==> config.mk <==
export PLATFORM = sky130hd
export DESIGN_NAME = ps2_host_tx
export DESIGN_NICKNAME = d
export VERILOG_FILES = /design/src/rtl/ps2_host_tx.sv
export SDC_FILE = /design/constraint.sdc
export NUM_CORES = 1
export LEC_CHECK = 0
export CAP_MARGIN = 20
export CORE_ASPECT_RATIO = 0.8
export CORE_UTILIZATION = 35
export DETAILED_ROUTE_END_ITERATION = 10
export GPL_ROUTABILITY_DRIVEN = 0
export PLACE_DENSITY_LB_ADDON = 0.08
export SYNTH_ARGS = -nofsm -noshare
export SYNTH_HDL_FRONTEND = slang
export SYNTH_SLANG_ARGS = --single-unit
==> constraint.sdc <==
create_clock -name clk -period 6 [get_ports clk]
set_clock_uncertainty 0.15 [all_clocks]
set_input_delay 1.2 -clock clk [delete_from_list [all_inputs] [get_ports clk]]
set_output_delay 1.2 -clock clk [all_outputs]
set_load 0.05 [all_outputs]
==> src/rtl/ps2_host_tx.sv <==
// ps2_host_tx
// Host-to-device transmitter for a PS/2 port. Sends one byte to the keyboard
// with the usual framing: inhibit, request-to-send, start, 8 data bits LSB
// first, odd parity, stop, then the device ACK. The pins are open-drain. This
// block only pulls a line low through an output-enable and never drives one
// high.
//
// Ports
//   clk          system clock
//   reset        asynchronous, active-high
//   cmd_data     byte to send
//   cmd_valid    send request; the byte is taken on cmd_valid & cmd_ready
//   cmd_ready    high only while idle
//   ps2_clk_in   raw PS2_CLK pin level (asynchronous)
//   ps2_dat_in   raw PS2_DAT pin level (asynchronous)
//   ps2_clk_oe   1 = pull PS2_CLK low, 0 = release
//   ps2_dat_oe   1 = pull PS2_DAT low, 0 = release
//   busy         high in every state except idle; the receive path masks on it
//   done         one-cycle pulse: byte sent and ACKed by the device
//   error        one-cycle pulse: timeout or missing ACK
module ps2_host_tx #(
    parameter int unsigned INHIBIT_CYCLES       = 5000,
    parameter int unsigned START_TIMEOUT_CYCLES = 750000,
    parameter int unsigned XFER_TIMEOUT_CYCLES  = 100000,
    parameter int unsigned IDLE_TIMEOUT_CYCLES  = 100000
) (
    input  logic       clk,
    input  logic       reset,
    input  logic [7:0] cmd_data,
    input  logic       cmd_valid,
    output logic       cmd_ready,
    input  logic       ps2_clk_in,
    input  logic       ps2_dat_in,
    output logic       ps2_clk_oe,
    output logic       ps2_dat_oe,
    output logic       busy,
    output logic       done,
    output logic       error
);

    localparam logic [3:0] S_IDLE       = 4'd0;
    localparam logic [3:0] S_INHIBIT    = 4'd1;
    localparam logic [3:0] S_RTS        = 4'd2;
    localparam logic [3:0] S_WAIT_START = 4'd3;
    localparam logic [3:0] S_SHIFT      = 4'd4;
    localparam logic [3:0] S_ACK        = 4'd5;
    localparam logic [3:0] S_WAIT_IDLE  = 4'd6;
    localparam logic [3:0] S_DONE       = 4'd7;
    localparam logic [3:0] S_ERR        = 4'd8;

    localparam logic [31:0] INH_LAST   = INHIBIT_CYCLES - 1;
    localparam logic [31:0] START_LAST = START_TIMEOUT_CYCLES - 1;
    localparam logic [31:0] XFER_LAST  = XFER_TIMEOUT_CYCLES - 1;
    localparam logic [31:0] IDLE_LAST  = IDLE_TIMEOUT_CYCLES - 1;

    logic [3:0]  state_q, state_d;
    logic [7:0]  data_q, data_d;
    logic        parity_q, parity_d;
    logic [31:0] cnt_q, cnt_d;
    logic [3:0]  nbit_q, nbit_d;
    logic        hi_q, hi_d;
    logic        clk_oe_q, clk_oe_d;
    logic        dat_oe_q, dat_oe_d;

    // Two-flop synchronizers. They reset to 1 because an idle bus floats high.
    logic [1:0]  clk_sync_q;
    logic [1:0]  dat_sync_q;
    logic        clk_prev_q;

    logic        clk_s;
    logic        dat_s;
    logic        fe;
    logic [3:0]  nbit_nx;

    assign clk_s   = clk_sync_q[1];
    assign dat_s   = dat_sync_q[1];
    assign fe      = clk_prev_q & ~clk_s;
    assign nbit_nx = nbit_q + 4'd1;

    always_comb begin
        state_d  = state_q;
        data_d   = data_q;
        parity_d = parity_q;
        cnt_d    = cnt_q;
        nbit_d   = nbit_q;
        hi_d     = hi_q;
        clk_oe_d = clk_oe_q;
        dat_oe_d = dat_oe_q;

        case (state_q)
            S_IDLE: begin
                clk_oe_d = 1'b0;
                dat_oe_d = 1'b0;
                cnt_d    = '0;
                if (cmd_valid) begin
                    data_d   = cmd_data;
                    parity_d = ~^cmd_data;
                    clk_oe_d = 1'b1;
                    state_d  = S_INHIBIT;
                end
            end

            S_INHIBIT: begin
                if (cnt_q == INH_LAST) begin
                    cnt_d    = '0;
                    dat_oe_d = 1'b1;
                    state_d  = S_RTS;
                end else begin
                    cnt_d = cnt_q + 32'd1;
                end
            end

            // The start bit (data low) is already on the line, so releasing
            // the clock here hands clocking over to the device.
            S_RTS: begin
                clk_oe_d = 1'b0;
                cnt_d    = '0;
                state_d  = S_WAIT_START;
            end

            // The first device edge presents data bit 0. The counter restarts
            // here and keeps running until the ACK is sampled.
            S_WAIT_START: begin
                if (fe) begin
                    dat_oe_d = ~data_q[0];
                    nbit_d   = 4'd1;
                    cnt_d    = '0;
                    state_d  = S_SHIFT;
                end else if (cnt_q == START_LAST) begin
                    dat_oe_d = 1'b0;
                    state_d  = S_ERR;
                end else begin
                    cnt_d = cnt_q + 32'd1;
                end
            end

            S_SHIFT: begin
                cnt_d = cnt_q + 32'd1;
                if (fe) begin
                    nbit_d = nbit_nx;
                    if (nbit_nx <= 4'd8) begin
                        dat_oe_d = ~data_q[nbit_q[2:0]];
                    end else if (nbit_nx == 4'd9) begin
                        dat_oe_d = ~parity_q;
                    end else begin
                        dat_oe_d = 1'b0;
                        state_d  = S_ACK;
                    end
                end else if (cnt_q == XFER_LAST) begin
                    dat_oe_d = 1'b0;
                    state_d  = S_ERR;
                end
            end

            S_ACK: begin
                cnt_d = cnt_q + 32'd1;
                if (fe) begin
                    if (!dat_s) begin
                        cnt_d   = '0;
                        hi_d    = 1'b0;
                        state_d = S_WAIT_IDLE;
                    end else begin
                        state_d = S_ERR;
                    end
                end else if (cnt_q == XFER_LAST) begin
                    state_d = S_ERR;
                end
            end

            // hi_q records that the previous cycle already saw both lines high.
            S_WAIT_IDLE: begin
                cnt_d = cnt_q + 32'd1;
                if (clk_s && dat_s && hi_q) begin
                    state_d = S_DONE;
                end else if (cnt_q == IDLE_LAST) begin
                    state_d = S_ERR;
                end else begin
                    hi_d = clk_s & dat_s;
                end
            end

            S_DONE: begin
                state_d = S_IDLE;
            end

            S_ERR: begin
                clk_oe_d = 1'b0;
                dat_oe_d = 1'b0;
                state_d  = S_IDLE;
            end

            default: begin
                clk_oe_d = 1'b0;
                dat_oe_d = 1'b0;
                state_d  = S_IDLE;
            end
        endcase
    end

    always_ff @(posedge clk or posedge reset) begin
        if (reset) begin
            state_q    <= S_IDLE;
            data_q     <= '0;
            parity_q   <= 1'b0;
            cnt_q      <= '0;
            nbit_q     <= '0;
            hi_q       <= 1'b0;
            clk_oe_q   <= 1'b0;
            dat_oe_q   <= 1'b0;
            clk_sync_q <= 2'b11;
            dat_sync_q <= 2'b11;
            clk_prev_q <= 1'b1;
        end else begin
            state_q    <= state_d;
            data_q     <= data_d;
            parity_q   <= parity_d;
            cnt_q      <= cnt_d;
            nbit_q     <= nbit_d;
            hi_q       <= hi_d;
            clk_oe_q   <= clk_oe_d;
            dat_oe_q   <= dat_oe_d;
            clk_sync_q <= {clk_sync_q[0], ps2_clk_in};
            dat_sync_q <= {dat_sync_q[0], ps2_dat_in};
            clk_prev_q <= clk_s;
        end
    end

    // The line enables come straight from flops, so an asynchronous reset
    // releases both pins at once.
    assign ps2_clk_oe = clk_oe_q;
    assign ps2_dat_oe = dat_oe_q;
    assign cmd_ready  = (state_q == S_IDLE);
    assign busy       = (state_q != S_IDLE);
    assign done       = (state_q == S_DONE);
    assign error      = (state_q == S_ERR);

endmodule

==> out/qor.yml <==
outcome:
  status: "finished, final reports clean"
layout:
  nets: 388
  n_antenna_cell: 0
  final_cells: 491
  final_common_cell: "dfrtp_1"
  drive_above_1_share: 0.130
  area_delta_synth_final_pct: 15.8
  layout_common_cells: "dfrtp_1 (52), nand2_1 (37), nor2_1 (34)"
  nFillCells: 892
setup_path:
  reg2reg_slack_ps: 2730
  startpoint: "state_q[0]$_DFFE_PP0P_"
  cp.required_ps: 4650
  cp.buffers_inverters: 1
  reg2reg_from: "cnt_q[24]$_DFFE_PP0P_"
  arrival_ps: 2310
  cpPeakStageDelay_ps: 820
  path_max_fanout: 19
  critPathKind: "flop to primary output"
  critPathTopFamily: "buffers and inverters"
  ff2ff_path_depth: 6
  r2r_end: "cnt_q[20]$_DFFE_PP0P_"
  critPathLaunchType: "flop"
  worstPathCellList: "nand2_1 > nor2b_1 > clkdlybuf4s50_1"
  crit_path_top_delay_cell: "clkdlybuf4s50_1"
  cp-end-kind: "primary output"
cts:
  htreeDepth: 3
  cts.reportedPaths.clkPinSlew_ps: 50
  cts.sinks: 57
  cts_tree: "done"
  cts_root_buffer: "clkbuf_16"
  cts_resized: 0
  clk_path_buf_depth: 2
  cts_setup_buffers: 0
  clock_latency_ps: 330
  cts_buffers: 9
  ctsHoldBuffers: 0
placed_design:
  portBuffers: 18
  dp.cells: 475
  dp_hpwl_mm: 5.61
  place_ws_ps: 2700
timing:
  relSlewSlack: 0.305
  rsz0062_at_grt: "no"
  period_needed_ps: 3660
  tns_ps: 0
  worstMarginPinSlew_ps: 1030
  setup_ws_ps: 2340
  final_max_slew_viol_count: 0
  finalCritPeriodShare: 0.611
  timing.fmax_mhz: 273
  setup_viol: 0
  hold_viol: 0
power:
  p_comb_frac: 0.029
  pwr-share-clk: 0.573
  switchingPower_mw: 0.202
  power_density_nw_per_um2: 247
  intPower_mw: 0.777
  ir_drop_mv: 0.123
  power_leakage_nw: 1.64
  swShare: 0.206
  seqPwrFrac: 0.398
yosys:
  synth.avg_cell_area_um2: 9.52
  synth_seq_area_share: 0.419
  synthArstFlopShare: 1.00
  synth_fp_nets: 376
  synth_ff_type: "dfrtp_1"
  syn_area_um2: 3420
  synth_seq_cells: 57
  synth_edf_count: 0
  synthCells: 359
  yosys_warnings: 0
  synth_cell_types: 66
hold_path:
  holdPathEnd: "clk_sync_q[1]$_DFF_PP1_"
  min_from: "clk_sync_q[0]$_DFF_PP1_"
  hold_class: "flop to flop"
  min_path_cells: 0
die:
  ios: 19
  die_y_um: 90.4
  num_rows: 31
  coreArea_um2: 9270
  die_x_um: 112
  dieArea_um2: 10200
  initial_core_util: 0.369
route:
  finalWirelength_mm: 8.11
  drt-initial-drc-count: 205
  avgViaCountPerCell: 5.60
  num_vias: 2750
  drc_errors: 0
  drt-wirelength-per-cell_um: 16.5
  ant_nets: 0
  drtPass1Iterations: 5
global_routing:
  grt_pass1_wl_mm: 13.8
  grtUsageTotal: 0.176
  antenna_found_initial: 0
  grt_max_degree: 58
  gr-total-overflow: 0
  grt_pass1_vias: 2547
run:
  max-cap-violations: 0
## state kept, by name, indices dropped and copies added (netlist names)
register / cells
nbit_q: 4
hi_q: 1
dat_sync_q: 2
clk_prev_q: 1
ps2_dat_oe: 1
clk_sync_q: 2
cnt_q: 32
state_q: 4
data_q: 8
parity_q: 1
ps2_clk_oe: 1
## kinds of logic after synthesis
logic type,synth area share
and+or+nand+nor,0.238
muxes,0.0458
xor gates and xnor gates,0.0564
adders and majority gates,0.0146
buffers and inverters,0.0479
DFF,0.419
AOI/OAI and AO/OA,0.179
## worst max-delay path by stage
stage	to	slack [ps]	depth (start not counted)
4_1_cts	done	2350	3
6_report	done	2340	3
2_1_floorplan	error	2420	3
3_5_place_dp	done	2700	3
3_3_place_gp	done	2730	3
5_1_grt	done	2180	3
## synth_stat cells (all sizes together) (2+ instances only)
library cell / number / area share
a21boi: 2 / 0.0044
a21o: 4 / 0.0088
a21oi: 4 / 0.0059
a221o: 3 / 0.0088
a22o: 5 / 0.013
a2bb2oi: 10 / 0.026
a31oi: 2 / 0.0055
a32o: 3 / 0.0088
a41oi: 2 / 0.0051
and2: 3 / 0.0059
and3: 8 / 0.016
and4: 3 / 0.0077
buf: 9 / 0.025
clkbuf: 9 / 0.010
dfrtp: 52 / 0.38
dfstp: 5 / 0.038
ha: 4 / 0.015
inv: 12 / 0.013
mux2: 9 / 0.030
mux4: 2 / 0.013
nand2: 37 / 0.041
nand2b: 3 / 0.0055
nand3: 20 / 0.029
nand4: 7 / 0.013
nor2: 35 / 0.039
nor2b: 7 / 0.013
nor3: 8 / 0.012
nor4: 8 / 0.021
nor4b: 4 / 0.012
o21ai: 23 / 0.034
o22ai: 3 / 0.0073
o31a: 2 / 0.0051
o31ai: 9 / 0.024
o41ai: 3 / 0.0077
or2: 2 / 0.0037
xnor2: 18 / 0.046
xor2: 4 / 0.010
## cell type report
cell class | instances | area [µm²] | area share
clock buffers | 10 | 239 | 0.0603
clock inverters | 6 | 90.1 | 0.0227
inverters | 12 | 45.0 | 0.0114
multi-input cells | 272 | 1820 | 0.460
flip-flops and latches | 57 | 1430 | 0.362
well taps | 115 | 144 | 0.0363
repair buffers | 19 | 188 | 0.0474
## power groups by stage
stage	clock network, mW	logic, mW	registers, mW
6_report	0.561	0.0284	0.389
2_1_floorplan	0	0.0155	0.395
4_1_cts	0.578	0.0297	0.389
5_1_grt	0.598	0.0320	0.389
3_5_place_dp	0	0.0297	0.396
3_3_place_gp	0	0.0298	0.396
## per-stage QoR
stage | total power [mW] | util | cell area, µm² | hold WS [ps]
2_1_floorplan | 0.411 | - | 3420 | 195
3_3_place_gp | 0.426 | 0.392 | 3630 | 196
3_5_place_dp | 0.425 | 0.392 | 3630 | 197
4_1_cts | 0.997 | 0.427 | 3960 | 204
5_1_grt | 1.02 | 0.427 | 3960 | 208
6_report | 0.979 | 0.427 | 3960 | 205
## metal layers
| layer | global-route usage | routed length (µm) | vias to the layer above |
|---|---|---|---|
| met2 | 0.219 | 3110 | 60 |
| met1 | 0.281 | 4580 | 1333 |
| met3 | 0.0416 | 313 | 12 |
| li1 | - | - | 1345 |
| met4 | 0.0633 | 112 | 0 |
| met5 | 0 | 0 | - |
Note: power is estimated with default switching activity, not from simulation.
